<file path="src/rtl/alu_ctrl_stage_pkg.sv">
// ALU-control codes, field encodings and the decoded-entry bundle
// shared by the ALU-control stage and its decoder.
package alu_ctrl_stage_pkg;

  localparam int kALU_OP_SEL_WIDTH     = 5;
  localparam int kALU_BRANCH_SEL_WIDTH = 3;

  localparam logic [4:0] kSAIL_ALUCTL_ILLEGAL = 5'd0;
  localparam logic [4:0] kSAIL_ALUCTL_ADD     = 5'd1;
  localparam logic [4:0] kSAIL_ALUCTL_SUB     = 5'd2;
  localparam logic [4:0] kSAIL_ALUCTL_SLL     = 5'd3;
  localparam logic [4:0] kSAIL_ALUCTL_SLT     = 5'd4;
  localparam logic [4:0] kSAIL_ALUCTL_XOR     = 5'd5;
  localparam logic [4:0] kSAIL_ALUCTL_SRL     = 5'd6;
  localparam logic [4:0] kSAIL_ALUCTL_SRA     = 5'd7;
  localparam logic [4:0] kSAIL_ALUCTL_OR      = 5'd8;
  localparam logic [4:0] kSAIL_ALUCTL_AND     = 5'd9;
  localparam logic [4:0] kSAIL_ALUCTL_SLTU    = 5'd10;
  localparam logic [4:0] kSAIL_ALUCTL_MUL     = 5'd11;
  localparam logic [4:0] kSAIL_ALUCTL_MULH    = 5'd12;
  localparam logic [4:0] kSAIL_ALUCTL_MULHSU  = 5'd13;
  localparam logic [4:0] kSAIL_ALUCTL_MULHU   = 5'd14;
  localparam logic [4:0] kSAIL_ALUCTL_DIV     = 5'd15;
  localparam logic [4:0] kSAIL_ALUCTL_DIVU    = 5'd16;
  localparam logic [4:0] kSAIL_ALUCTL_REM     = 5'd17;
  localparam logic [4:0] kSAIL_ALUCTL_REMU    = 5'd18;

  localparam logic [2:0] kBR_NONE = 3'd0;
  localparam logic [2:0] kBR_BEQ  = 3'd1;
  localparam logic [2:0] kBR_BNE  = 3'd2;
  localparam logic [2:0] kBR_BLT  = 3'd3;
  localparam logic [2:0] kBR_BGE  = 3'd4;
  localparam logic [2:0] kBR_BLTU = 3'd5;
  localparam logic [2:0] kBR_BGEU = 3'd6;

  localparam logic [6:0] kOPC_LUI    = 7'b0110111;
  localparam logic [6:0] kOPC_AUIPC  = 7'b0010111;
  localparam logic [6:0] kOPC_JAL    = 7'b1101111;
  localparam logic [6:0] kOPC_JALR   = 7'b1100111;
  localparam logic [6:0] kOPC_BRANCH = 7'b1100011;
  localparam logic [6:0] kOPC_LOAD   = 7'b0000011;
  localparam logic [6:0] kOPC_STORE  = 7'b0100011;
  localparam logic [6:0] kOPC_IMMOP  = 7'b0010011;
  localparam logic [6:0] kOPC_ALUOP  = 7'b0110011;

  localparam logic [6:0] kF7_BASE = 7'b0000000;
  localparam logic [6:0] kF7_ALT  = 7'b0100000;
  localparam logic [6:0] kF7_MUL  = 7'b0000001;

  typedef struct packed {
    logic [kALU_OP_SEL_WIDTH-1:0]     op;
    logic [kALU_BRANCH_SEL_WIDTH-1:0] branch_sel;
    logic                             illegal;
    logic                             is_muldiv;
  } alu_ctl_t;

  function automatic logic [4:0] base_op(input logic [2:0] f3);
    logic [4:0] op;
    case (f3)
      3'd0:    op = kSAIL_ALUCTL_ADD;
      3'd1:    op = kSAIL_ALUCTL_SLL;
      3'd2:    op = kSAIL_ALUCTL_SLT;
      3'd3:    op = kSAIL_ALUCTL_SLTU;
      3'd4:    op = kSAIL_ALUCTL_XOR;
      3'd5:    op = kSAIL_ALUCTL_SRL;
      3'd6:    op = kSAIL_ALUCTL_OR;
      default: op = kSAIL_ALUCTL_AND;
    endcase
    return op;
  endfunction

endpackage

</file>
<file path="src/rtl/alu_ctrl_decode.sv">
// Pure combinational decode of opcode/funct3/funct7 into
// ALU op, branch select, illegal flag and mul/div marker.
module alu_ctrl_decode
  import alu_ctrl_stage_pkg::*;
#(
  parameter int ENABLE_M = 0
) (
  input  logic [6:0]                       opcode_i,
  input  logic [2:0]                       funct3_i,
  input  logic [6:0]                       funct7_i,
  output logic [kALU_OP_SEL_WIDTH-1:0]     op_o,
  output logic [kALU_BRANCH_SEL_WIDTH-1:0] branch_sel_o,
  output logic                             illegal_o,
  output logic                             is_muldiv_o
);

  logic f7_base;
  logic f7_alt;
  logic f7_mul;

  assign f7_base = (funct7_i == kF7_BASE);
  assign f7_alt  = (funct7_i == kF7_ALT);
  assign f7_mul  = (funct7_i == kF7_MUL) && (ENABLE_M != 0);

  always_comb begin
    op_o         = kSAIL_ALUCTL_ILLEGAL;
    branch_sel_o = kBR_NONE;
    illegal_o    = 1'b1;
    is_muldiv_o  = 1'b0;
    unique case (1'b1)
      opcode_i == kOPC_LUI: begin
        op_o      = kSAIL_ALUCTL_AND;
        illegal_o = 1'b0;
      end
      opcode_i == kOPC_AUIPC: begin
        op_o      = kSAIL_ALUCTL_ADD;
        illegal_o = 1'b0;
      end
      (opcode_i == kOPC_JAL) || (opcode_i == kOPC_JALR): begin
        illegal_o = 1'b0;
      end
      opcode_i == kOPC_BRANCH: begin
        illegal_o = 1'b0;
        case (funct3_i)
          3'b000:  branch_sel_o = kBR_BEQ;
          3'b001:  branch_sel_o = kBR_BNE;
          3'b100:  branch_sel_o = kBR_BLT;
          3'b101:  branch_sel_o = kBR_BGE;
          3'b110:  branch_sel_o = kBR_BLTU;
          3'b111:  branch_sel_o = kBR_BGEU;
          default: illegal_o    = 1'b1;
        endcase
      end
      opcode_i == kOPC_LOAD: begin
        if (funct3_i inside {3'b000, 3'b001, 3'b010, 3'b100, 3'b101}) begin
          op_o      = kSAIL_ALUCTL_ADD;
          illegal_o = 1'b0;
        end
      end
      opcode_i == kOPC_STORE: begin
        if (funct3_i inside {3'b000, 3'b001, 3'b010}) begin
          op_o      = kSAIL_ALUCTL_ADD;
          illegal_o = 1'b0;
        end
      end
      opcode_i == kOPC_IMMOP: begin
        case (funct3_i)
          3'b001: begin
            if (f7_base) begin
              op_o      = kSAIL_ALUCTL_SLL;
              illegal_o = 1'b0;
            end
          end
          3'b101: begin
            if (f7_base) begin
              op_o      = kSAIL_ALUCTL_SRL;
              illegal_o = 1'b0;
            end else if (f7_alt) begin
              op_o      = kSAIL_ALUCTL_SRA;
              illegal_o = 1'b0;
            end
          end
          default: begin
            op_o      = base_op(funct3_i);
            illegal_o = 1'b0;
          end
        endcase
      end
      opcode_i == kOPC_ALUOP: begin
        if (f7_base) begin
          op_o      = base_op(funct3_i);
          illegal_o = 1'b0;
        end else if (f7_alt && funct3_i == 3'b000) begin
          op_o      = kSAIL_ALUCTL_SUB;
          illegal_o = 1'b0;
        end else if (f7_alt && funct3_i == 3'b101) begin
          op_o      = kSAIL_ALUCTL_SRA;
          illegal_o = 1'b0;
        end else if (f7_mul) begin
          // M codes are contiguous in funct3 order
          op_o        = kSAIL_ALUCTL_MUL + {2'b00, funct3_i};
          illegal_o   = 1'b0;
          is_muldiv_o = 1'b1;
        end
      end
      default: ;
    endcase
  end

endmodule

</file>
<file path="src/rtl/alu_ctrl_stage.sv">
// Registered ALU-control stage: decode, 2-entry skid FIFO and
// mul/div occupancy counter holding off issue while the ALU is busy.
module alu_ctrl_stage
  import alu_ctrl_stage_pkg::*;
#(
  parameter int ENABLE_M       = 0,
  parameter int MULDIV_LATENCY = 4
) (
  input  logic                             clk_i,
  input  logic                             reset_i,
  input  logic                             flush_i,
  input  logic                             in_valid_i,
  output logic                             in_ready_o,
  input  logic [6:0]                       opcode_i,
  input  logic [2:0]                       funct3_i,
  input  logic [6:0]                       funct7_i,
  output logic                             out_valid_o,
  input  logic                             out_ready_i,
  output logic [kALU_OP_SEL_WIDTH-1:0]     alu_op_sel_o,
  output logic [kALU_BRANCH_SEL_WIDTH-1:0] alu_branch_sel_o,
  output logic                             illegal_o,
  output logic                             busy_o
);

  localparam int kBusyW =
    (MULDIV_LATENCY > 1) ? $clog2(MULDIV_LATENCY) : 1;
  localparam logic [kBusyW-1:0] kBusyLoad =
    kBusyW'(MULDIV_LATENCY - 1);

  logic [kALU_OP_SEL_WIDTH-1:0]     dec_op;
  logic [kALU_BRANCH_SEL_WIDTH-1:0] dec_br;
  logic                             dec_ill;
  logic                             dec_md;
  alu_ctl_t                         dec;

  alu_ctl_t          mem [2];
  alu_ctl_t          head;
  logic              rd_ptr;
  logic              wr_ptr;
  logic [1:0]        count;
  logic [kBusyW-1:0] busy_cnt;
  logic              push;
  logic              pop;

  alu_ctrl_decode #(
    .ENABLE_M (ENABLE_M)
  ) u_decode (
    .opcode_i     (opcode_i),
    .funct3_i     (funct3_i),
    .funct7_i     (funct7_i),
    .op_o         (dec_op),
    .branch_sel_o (dec_br),
    .illegal_o    (dec_ill),
    .is_muldiv_o  (dec_md)
  );

  assign dec  = {dec_op, dec_br, dec_ill, dec_md};
  assign head = mem[rd_ptr];

  assign in_ready_o  = (count != 2'd2);
  assign out_valid_o = (count != 2'd0) && (busy_cnt == '0);
  assign busy_o      = (busy_cnt != '0);

  assign alu_op_sel_o     = head.op;
  assign alu_branch_sel_o = head.branch_sel;
  assign illegal_o        = head.illegal;

  assign push = in_valid_i & in_ready_o & ~flush_i & ~reset_i;
  assign pop  = out_valid_o & out_ready_i;

  always_ff @(posedge clk_i) begin
    if (reset_i) begin
      count    <= 2'd0;
      rd_ptr   <= 1'b0;
      wr_ptr   <= 1'b0;
      busy_cnt <= '0;
      mem[0]   <= '0;
      mem[1]   <= '0;
    end else begin
      if (flush_i) begin
        count  <= 2'd0;
        rd_ptr <= 1'b0;
        wr_ptr <= 1'b0;
      end else begin
        if (push) begin
          mem[wr_ptr] <= dec;
          wr_ptr      <= ~wr_ptr;
        end
        if (pop) rd_ptr <= ~rd_ptr;
        case ({push, pop})
          2'b10:   count <= count + 2'd1;
          2'b01:   count <= count - 2'd1;
          default: ;
        endcase
      end
      // the in-flight op keeps the ALU even across a flush
      if (pop && head.is_muldiv) busy_cnt <= kBusyLoad;
      else if (busy_cnt != '0) busy_cnt <= busy_cnt - kBusyW'(1);
    end
  end

endmodule

</file>
<file path="config.mk">
export PLATFORM = sky130hd
export DESIGN_NAME = alu_ctrl_stage
export DESIGN_NICKNAME = d
export VERILOG_FILES = /design/src/rtl/alu_ctrl_stage_pkg.sv /design/src/rtl/alu_ctrl_decode.sv /design/src/rtl/alu_ctrl_stage.sv
export SDC_FILE = /design/constraint.sdc
export NUM_CORES = 1
export LEC_CHECK = 0
export BUFFER_PORTS_ARGS = -buffer_cell sky130_fd_sc_hd__buf_4
export CAP_MARGIN = 10
export CORE_MARGIN = 2
export CORE_UTILIZATION = 55
export CTS_BUF_LIST = sky130_fd_sc_hd__clkbuf_2
export DETAILED_ROUTE_END_ITERATION = 6
export PLACE_DENSITY = 0.81
export SLEW_MARGIN = 0
export SYNTH_ARGS = -nofsm -noshare
export SYNTH_HDL_FRONTEND = slang
export SYNTH_SLANG_ARGS = --single-unit
export TNS_END_PERCENT = 100
</file>
<file path="constraint.sdc">
create_clock -name clk_i -period 2.6 [get_ports clk_i]
set_input_delay 0.26 -clock clk_i [delete_from_list [all_inputs] [get_ports clk_i]]
set_output_delay 0.26 -clock clk_i [all_outputs]
set_load 0.02 [all_outputs]
</file>
# After elaboration in Yosys (flattened, before gate mapping)
# Memories as Yosys holds them, arrays and structs flattened. A register that Yosys moved wholly into a read port is not among the register bits.
# Cells that the tools add are included.
[totals] ff_bits=6 ram_bits=18 input_bits=22 output_inout_bits=12 wordCells=93 memories=1
[mem_list] memory="mem" depth=2 width=9 read_ports=1 rd_clocked_by_memory_dff=1 write_ports=2 line_no="alu_ctrl_stage.sv:36" text="alu_ctl_t mem [2];"
[classes] n_addsub=3 n_eq_ne=20 n_mux=39 n_bitwise=8 reduce_logical=18
[op_table] operator="5-bit one-hot mux with 6 select lines" n=1
[op_table] operator="7-bit by 6-bit equality test with 1-bit output, second input constant" n=4
[op_table] operator="4-bit one-hot mux with 7 select lines" n=1
[op_table] operator="7-bit equality test, second input constant" n=3
[op_table] operator="1-bit 2-to-1 mux" n=21
[op_table] operator="4-bit one-hot mux with 5 select lines" n=1
[op_table] operator="3-bit one-hot mux with 6 select lines" n=1
[op_table] operator="5-bit 2-to-1 mux" n=3
[op_table] operator="7-bit by 5-bit equality test with 1-bit output, second input constant" n=2
[op_table] operator="3-bit equality test, second input constant" n=4
[op_table] operator="5-bit one-hot mux with 2 select lines" n=1
[op_table] operator="3-bit 2-to-1 mux" n=3
[op_table] operator="9-bit 2-to-1 mux" n=1
[op_table] operator="9-bit OR reduction" n=1
[op_table] operator="2-bit nonzero test" n=4
[op_table] operator="7-bit by 2-bit equality test with 1-bit output, second input constant" n=1
[op_table] operator="7-bit zero test" n=1
[op_table] operator="3-bit by 2-bit equality test with 1-bit output, second input constant" n=2
[op_table] operator="2-bit 2-to-1 mux" n=3
[op_table] operator="1-bit one-hot mux with 6 select lines" n=1
[op_table] operator="6-bit OR reduction" n=1
[op_table] operator="5-bit nonzero test" n=1
[op_table] operator="1-bit AND" n=4
[op_table] operator="1-bit NOT" n=4
[op_table] operator="other kinds (16)" n=19

# Depth between registers and ports, before layout
# Gate-level depths: netlist of the first run.
[depth] ltp_word=10 depth_mapped=9 depth_no_buf=9

# Modules after synthesis
# From an unflattened synthesis of the first run, not the netlist that was laid out.
[unflattened] cells_unflattened=180 hier_area_um2=1795.5
[modules_own_cells] mod="alu_ctrl_stage" instances=1 cells_per_inst=98 area_each_um2=1252.5 seq_area_each_um2=740.7
[modules_own_cells] mod="alu_ctrl_decode" instances=1 cells_per_inst=82 area_each_um2=543.0 seq_area_each_um2=0.0

# Worst setup path after synthesis of the first run
# No wires, ideal clock.
[synth_timing] kind="reg-to-reg" start="register busy_cnt[0]" end="register count[1]" t_arrival_ns=1.581 required_ns=2.471 path_slack_ns=0.890 stages_incl_launch_ff=9 path_cell_list="dfxtp_1 inv_1 ha_1 o21a_1 and2_1 ha_1 nor2_1 xnor2_1 nor3_1"
[synth_between] elab_chain_len=5 elab_cells_between_ends=7 cone_classes="eq/ne: 2; mux: 1; bitwise: 1; reduce/logical: 3"
[synth_lines] item="start: declaration" line_no="alu_ctrl_stage.sv:41" text="logic [kBusyW-1:0] busy_cnt;"
[synth_lines] item="start signal: assignment" line_no="alu_ctrl_stage.sv:97" text="if (pop && head.is_muldiv) busy_cnt <= kBusyLoad;"
[synth_lines] item="start signal: assignment" line_no="alu_ctrl_stage.sv:98" text="else if (busy_cnt != '0) busy_cnt <= busy_cnt - kBusyW'(1);"
[synth_lines] item="2-bit zero test (*)" line_no="alu_ctrl_stage.sv:61" text="assign out_valid_o = (count != 2'd0) && (busy_cnt == '0);"
[synth_lines] item="1-bit logical AND (*)" line_no="alu_ctrl_stage.sv:61"
[synth_lines] item="via out_valid_o" line_no="alu_ctrl_stage.sv:17" text="output logic out_valid_o,"
[synth_lines] item="1-bit AND (*)" line_no="alu_ctrl_stage.sv:69" text="assign pop = out_valid_o & out_ready_i;"
[synth_lines] item="via pop" line_no="alu_ctrl_stage.sv:43" text="logic pop;"
[synth_lines] item="2-bit by 1-bit equality test with 1-bit output or 2-bit equality test (tied branches)" line_no="alu_ctrl_stage.sv:90" text="case ({push, pop})"
[synth_lines] item="2-bit one-hot mux with 2 select lines or 2-bit nonzero test (tied branches)"
[synth_lines] item="end signal: assignment" line_no="alu_ctrl_stage.sv:91" text="2'b10: count <= count + 2'd1;"
[synth_lines] item="end signal: assignment" line_no="alu_ctrl_stage.sv:92" text="2'b01: count <= count - 2'd1;"
[synth_lines] item="end: declaration" line_no="alu_ctrl_stage.sv:40" text="logic [1:0] count;"
# The timed path passes the listed nets; every way through them passes the cells marked *.
# A chain may end at the register's enable or synchronous reset.

# Final worst setup path of the first run
[layout_timing] start="register busy_cnt[0]" end="register count[1]"
[layout_between] elab_chain_len=5 elab_cells_between_ends=7 cone_classes="eq/ne: 2; mux: 1; bitwise: 1; reduce/logical: 3"
[layout_lines] item="2-bit zero test (*)" line_no="alu_ctrl_stage.sv:61"
[layout_lines] item="1-bit logical AND (*)" line_no="alu_ctrl_stage.sv:61"
[layout_lines] item="1-bit AND (*)" line_no="alu_ctrl_stage.sv:69"
[layout_lines] item="via pop" line_no="alu_ctrl_stage.sv:43"
[layout_lines] item="2-bit by 1-bit equality test with 1-bit output or 2-bit equality test (tied branches)" line_no="alu_ctrl_stage.sv:90"
[layout_lines] item="2-bit one-hot mux with 2 select lines or 2-bit nonzero test (tied branches)"
# Marked as above.

==> results of run 1 <==
layout make-up:
type | instances | area share (%)
flip-flops and latches | 23 | 36.5
well taps | 30 | 2.21
multi-input cells | 112 | 44.6
inverters | 6 | 1.33
repair buffers | 32 | 14.1
clock buffers | 4 | 1.18
per-stage QoR:
stage          cell area, sq um  hold WS (ns)  cells
3_5_place_dp               1680         0.482    203
4_1_cts                    1700        0.0911    207
3_3_place_gp               1680         0.468    203
6_report                   1700         0.110    207
2_1_floorplan              1450         0.337    151
5_1_grt                    1700        0.0806    207
how the worst max path moves through the flow:
stage,startpoint,to,cells past startpoint
after global routing,busy_cnt[0],count[1],9
after detailed placement,funct7_i[1],mem[0][0],5
after global placement,funct7_i[1],mem[1][0],5
final,busy_cnt[0],count[1],9
after CTS,busy_cnt[0],count[1],9
after floorplan,busy_cnt[0],count[1],8
flip-flops by register name, indices dropped and copies added, names as in the netlist, named ones only:
signal	flops
busy_cnt	2
count	2
mem	16
rd_ptr	1
wr_ptr	1
cell families after synthesis:
logic type	count (synthesis)
and+or+nand+nor	59
AOI/OAI and AO/OA	33
DFF	23
buffers and inverters	16
xor gates and xnor gates	9
muxes	8
adders and majority gates	2
other	1
power by group:
part / leakage (nW) / switching [mW] / internal (mW)
Sequential: 0.225 / 0.00988 / 0.413
Clock: 0.0166 / 0.104 / 0.0407
Combinational: 0.397 / 0.114 / 0.0891
layer usage:
metal	part of all wire (%)	global-route usage (%)	wire, microns
met1	48	28.1	1460
met2	46	34.2	1400
met3	3.5	3.28	106
met4	1.7	8.36	51
met5	0	0	0
placed cells by master (no fill, tap or decap), types with 4 or more instances in the layout:
cell type,synthesis,routed
dfxtp_1,7,7
nand2_1,6,6
a31oi_1,5,5
nor3_1,15,15
xor2_1,6,6
a21oi_1,6,6
clkbuf_2,0,4
edfxtp_1,16,16
mux2_2,8,8
nor2_1,11,11
nand2b_1,8,8
nand3_1,4,4
buf_4,1,32
inv_1,6,6
==> reports/results.tsv, run 1 <==
stage	metric	value	unit
clocking	cts_root_buf	clkbuf_2	
cells_and_area	fill_cells	206	
die	io_pins	34	
sta	finalSetupViolCount	0	
drt	drt_wl_total	3030	microns
logic_synthesis	synth_area	0.00145	sq mm
critical_path	worstReg2RegStart	busy_cnt[0]	
die	die_w	55.3	microns
critical_path	worstSetupPathType	reg2reg	
clocking	htreeDepth	1	
hold_path	hold_path_end	rd_ptr	
hold_path	hp-class	in2reg	
critical_path	rrSetupSlack	0.81	ns
logic_synthesis	synth_top_cell_area_share	33.2	%
die	dieArea	0.00305	sq mm
critical_path	r2r_cells	9	
hold_path	hold_start	flush_i	
place	dp_hpwl	2340	microns
logic_synthesis	synth_fa_ha_area_share	1.73	%
grt	grt_overflow	0	
sta	final.setup.worst_slack	0.814	ns
logic_synthesis	synth-edff-count	16	
critical_path	critPathBufInv	1	
cells_and_area	multi_input_area	758	sq um
logic_synthesis	ys.flop_type	edfxtp_1	
sta	maxSlewHeadroom	65.0	%
cells_and_area	syn_to_final_growth	17.6	%
cells_and_area	finish.utilization	68.6	%
logic_synthesis	syn_area_per_cell	9.57	sq um
sta	period_needed	1.79	ns
critical_path	cp-end-kind	flip-flop	
sta	fmax	560	MHz
logic_synthesis	yosysUniqueCellTypes	44	
sta	fin_crit_sh	68.7	%
die	coreArea	0.00248	sq mm
grt	antenna_found_initial	0	
cells_and_area	drive_gt1_share	27.1	%
hold_path	hold_depth	2	
job	cap_violations	0	
cells_and_area	nets	202	
sta	fin_tns_setup	0	ns
drt	dr.pass1.iters	4	
logic_synthesis	yosysMostFrequentCell	edfxtp_1	
critical_path	critPathRequiredTime	2.88	ns
sta	worst_pin_slew	0.520	ns
critical_path	crit_fanout	5	
critical_path	worstPathArrival	2.06	ns
critical_path	path_cells	inv_1, ha_1, o21a_1, and2_1, ha_1, xnor2_1, nor2_1, xnor2_1, nor3_1	
drt	vias	1220	
clocking	path_clk_slew	0.21	ns
clocking	cts_setup_buffers	0	
pwr	power_density	454	mW/mm^2
critical_path	cp_top_family	adder cells	
sta	drv_slew	0	
clocking	cts-buffers-inserted	3	
place	port_buffers	32	
sta	rsz0062_at_grt	no	
drt	viasPerCell	5.89	
clocking	cts_resized	0	
die	num_rows	18	
critical_path	critPathMaxStageDelay	0.39	ns
drt	drt.antenna.violating_nets	0	
clocking	clockBufferDepth	2	
drt	drc	0	
drt	drtIter0Drc	23	
pwr	ir_drop	0.344	mV
clocking	ctsHoldBuffers	0	
sta	final-hold-violation-count	0	
cells_and_area	regArea	621	sq um
place	dpl_worst_slack	0.731	ns
sta	skew	0.0137	ns
logic_synthesis	synth-simple-area-share	22.3	%
cells_and_area	n_antenna_cell	0	
grt	grt_max_degree	18	
drt	wl_per_cell	14.6	microns
critical_path	cp_slowest_cell	dfxtp_1	
logic_synthesis	syn_inst	151	
logic_synthesis	synth_common_cells	edfxtp_1, nor3_1, nor2_1	
clocking	cts_sinks	23	
logic_synthesis	ys_warn_count	0	
pwr	power.total	0.771	mW
clocking	cts_tree	done	
logic_synthesis	synth_top_area_cell	edfxtp_1	
logic_synthesis	synth.area.top_cells	edfxtp_1, dfxtp_1, mux2_2, nor3_1, xor2_1	
run_status	status	finished clean	
logic_synthesis	synth_xor_area_share	5.45	%
critical_path	worstReg2RegEnd	count[1]	
place	place.gp.congestion	0.910	
logic_synthesis	synth_top_family_by_area	simple AND/OR/NAND/NOR gates	
pwr	leakage	0.638	nW
grt	grt_pass1_vias	1132	
logic_synthesis	ys_seq_elements	23	
clocking	clk_latency	0.34	ns
critical_path	start_kind	flip-flop	
logic_synthesis	synth-seq-area-share	42.9	%
logic_synthesis	syn-num-nets	175	
logic_synthesis	synth_compound_area_share	16.5	%
logic_synthesis	synth_async_sr_flop_share	0	%
die	start_util	58.3	%
grt	grt_pass1_wl	5120	microns
logic_synthesis	synthMuxAreaShare	6.23	%
die	die_y	55.3	microns
grt	grt_util_all_layers	21.0	%
(Power assumes the default switching activity.)
==> run 2, diff against run 1 <==
==> constraint.sdc (replaced) <==
create_clock -name clk_i -period 1.7 [get_ports clk_i]
set_input_delay 0.17 -clock clk_i [delete_from_list [all_inputs] [get_ports clk_i]]
set_output_delay 0.17 -clock clk_i [all_outputs]
set_load 0.02 [all_outputs]
==> run 2 against run 1 <==
Wire length rose by 6.2%; die area did not move; largest power group unchanged; fmax rose by 9.4%; first-iteration DRC count rose by 96%; setup slack got worse by 0.75 ns; critical path type unchanged; worst hold slack got worse by 0.061 ns; highest routed layer unchanged; sequential cell count did not move; largest cell class unchanged; critical path depth did not move; clock skew rose by 0.0079 ns; critical endpoint unchanged.
==> reports/results.tsv, run 2 (synthesis gave the netlist of run 1 again) <==
stage	metric	value	unit
hold_path	hp-class	in2reg	
sta	fin_crit_sh	96.0	%
run_status	status	finished clean	
critical_path	crit_fanout	2	
cells_and_area	syn_to_final_growth	23.9	%
drt	wl_per_cell	15.0	microns
sta	final-hold-violation-count	0	
drt	viasPerCell	5.94	
grt	met3_usage	3.51	%
place	dp_hpwl	2440	microns
cells_and_area	largestRegisters	mem (16), busy_cnt (2), count (2)	
critical_path	cp-end-kind	flip-flop	
cells_and_area	largest-register	mem	
critical_path	critPathRequiredTime	1.97	ns
cells_and_area	n_antenna_cell	0	
die	die_w	55.3	microns
cells_and_area	final_cell_mix	buf_4, edfxtp_1, nor3_1, nor2_1	
place	place.gp.congestion	0.981	
die	io_pins	34	
sta	fin_tns_setup	0	ns
pwr	ir_drop	0.583	mV
grt	grt_pass1_vias	1160	
drt	drt_wl_total	3220	microns
cells_and_area	finish.utilization	72.3	%
sta	drv_slew	0	
clocking	htreeDepth	1	
clocking	clockBufferDepth	2	
grt	grt.busiest_layer	met2	
clocking	cts_root_buf	clkbuf_2	
job	cap_violations	0	
drt	drt.antenna.violating_nets	0	
clocking	cts_sinks	23	
grt	antenna_found_initial	0	
grt	grt_max_degree	18	
critical_path	worstSetupPathType	reg2reg	
critical_path	worstPathArrival	1.90	ns
sta	finalSetupViolCount	0	
drt	vias	1271	
pwr	leakage	0.673	nW
drt	drc	0	
grt	grt_overflow	0	
die	dieArea	0.00305	sq mm
die	num_rows	18	
cells_and_area	layout_commonest_cell	buf_4	
grt	use_met1	27.0	%
sta	period_needed	1.63	ns
place	port_buffers	32	
sta	fmax	613	MHz
cells_and_area	largest_register_ff_count	16	
grt	grt_pass1_wl	5190	microns
cells_and_area	fill_cells	189	
die	die_y	55.3	microns
clocking	path_clk_slew	0.23	ns
sta	rsz0062_at_grt	no	
pwr	power_density	688	mW/mm^2
cells_and_area	drive_gt1_share	34.2	%
drt	dr.pass1.iters	4	
grt	grt_util_all_layers	21.5	%
sta	skew	0.0216	ns
grt	use_met2	36.2	%
clocking	cts_tree	done	
drt	drtIter0Drc	45	
clocking	cts-buffers-inserted	3	
critical_path	start_kind	flip-flop	
cells_and_area	nets	209	
die	coreArea	0.00248	sq mm
clocking	clk_latency	0.35	ns
die	start_util	58.3	%
## run 2: cell types whose count changed in the layout (fill, tap and decap cells not counted), moves of 2 or more
cell and change:
dlygate4sd3_1 +2, ha_1 -2, dfxtp_1 -4, buf_4 +5
dfxtp_2 +4
## run 2: cell type report
type	instances	area [sq um]	area share, %
clock buffers	3	15.0	0.839
flip-flops and latches	23	626	34.9
well taps	30	37.5	2.10
clock inverters	1	5.00	0.280
inverters	6	22.5	1.26
repair buffers	39	298	16.6
multi-input cells	112	787	44.0
## run 2: power by group
part,internal (mW),leakage (nW),total [mW],switching (mW)
Combinational,0.170,0.430,0.361,0.191
Clock,0.0533,0.0164,0.221,0.168
Sequential,0.634,0.227,0.649,0.0149
Total,0.858,0.673,1.23,0.374
## run 2: metal layers
layer  wire length [microns]  part of all wire [%]
met1                    1410                    44
met2                    1570                    49
met3                     128                   4.0
met4                     106                   3.3
met5                       0                     0
## run 2: metrics by stage
step	hold slack (ns)	power, mW	setup slack [ns]	cell area (sq um)	instances
2_1_floorplan	0.247	0.858	0.0266	1450	151
3_3_place_gp	0.386	0.977	-0.0590	1710	207
3_5_place_dp	0.398	0.992	-0.0916	1710	207
4_1_cts	0.00881	1.20	0.00246	1730	211
5_1_grt	0.0193	1.30	0.000232	1790	214
6_report	0.0495	1.23	0.0679	1790	214
## run 2: worst paths after layout
check                            startpoint          end  slack (ns)  depth (start not counted)
worst max-delay path            busy_cnt[0]     count[1]        0.07                          9
worst min-delay path                reset_i       wr_ptr        0.05                          2
worst max register to register  busy_cnt[0]     count[1]        0.07                          9
worst min register to register  busy_cnt[1]  busy_cnt[1]        0.52                          2
## run 2: critical path, stage by stage (launching register included)
cell,delay [ns]
dfxtp_2,0.37
inv_1,0.04
ha_2,0.18
o21a_2,0.12
and2_4,0.15
ha_4,0.16
xnor2_2,0.17
nor2_2,0.07
xnor2_1,0.14
nor3_1,0.18
## run 2: what timing repair did
action / CTS / global route
resized for setup: 2 / 8
endpoints found under the setup margin: 1 / 7
endpoints found under the hold margin: 0 / 3
pin swaps: 0 / 5
buffers inserted: 0 / 1
cloned: 0 / 0
hold buffers: 0 / 2
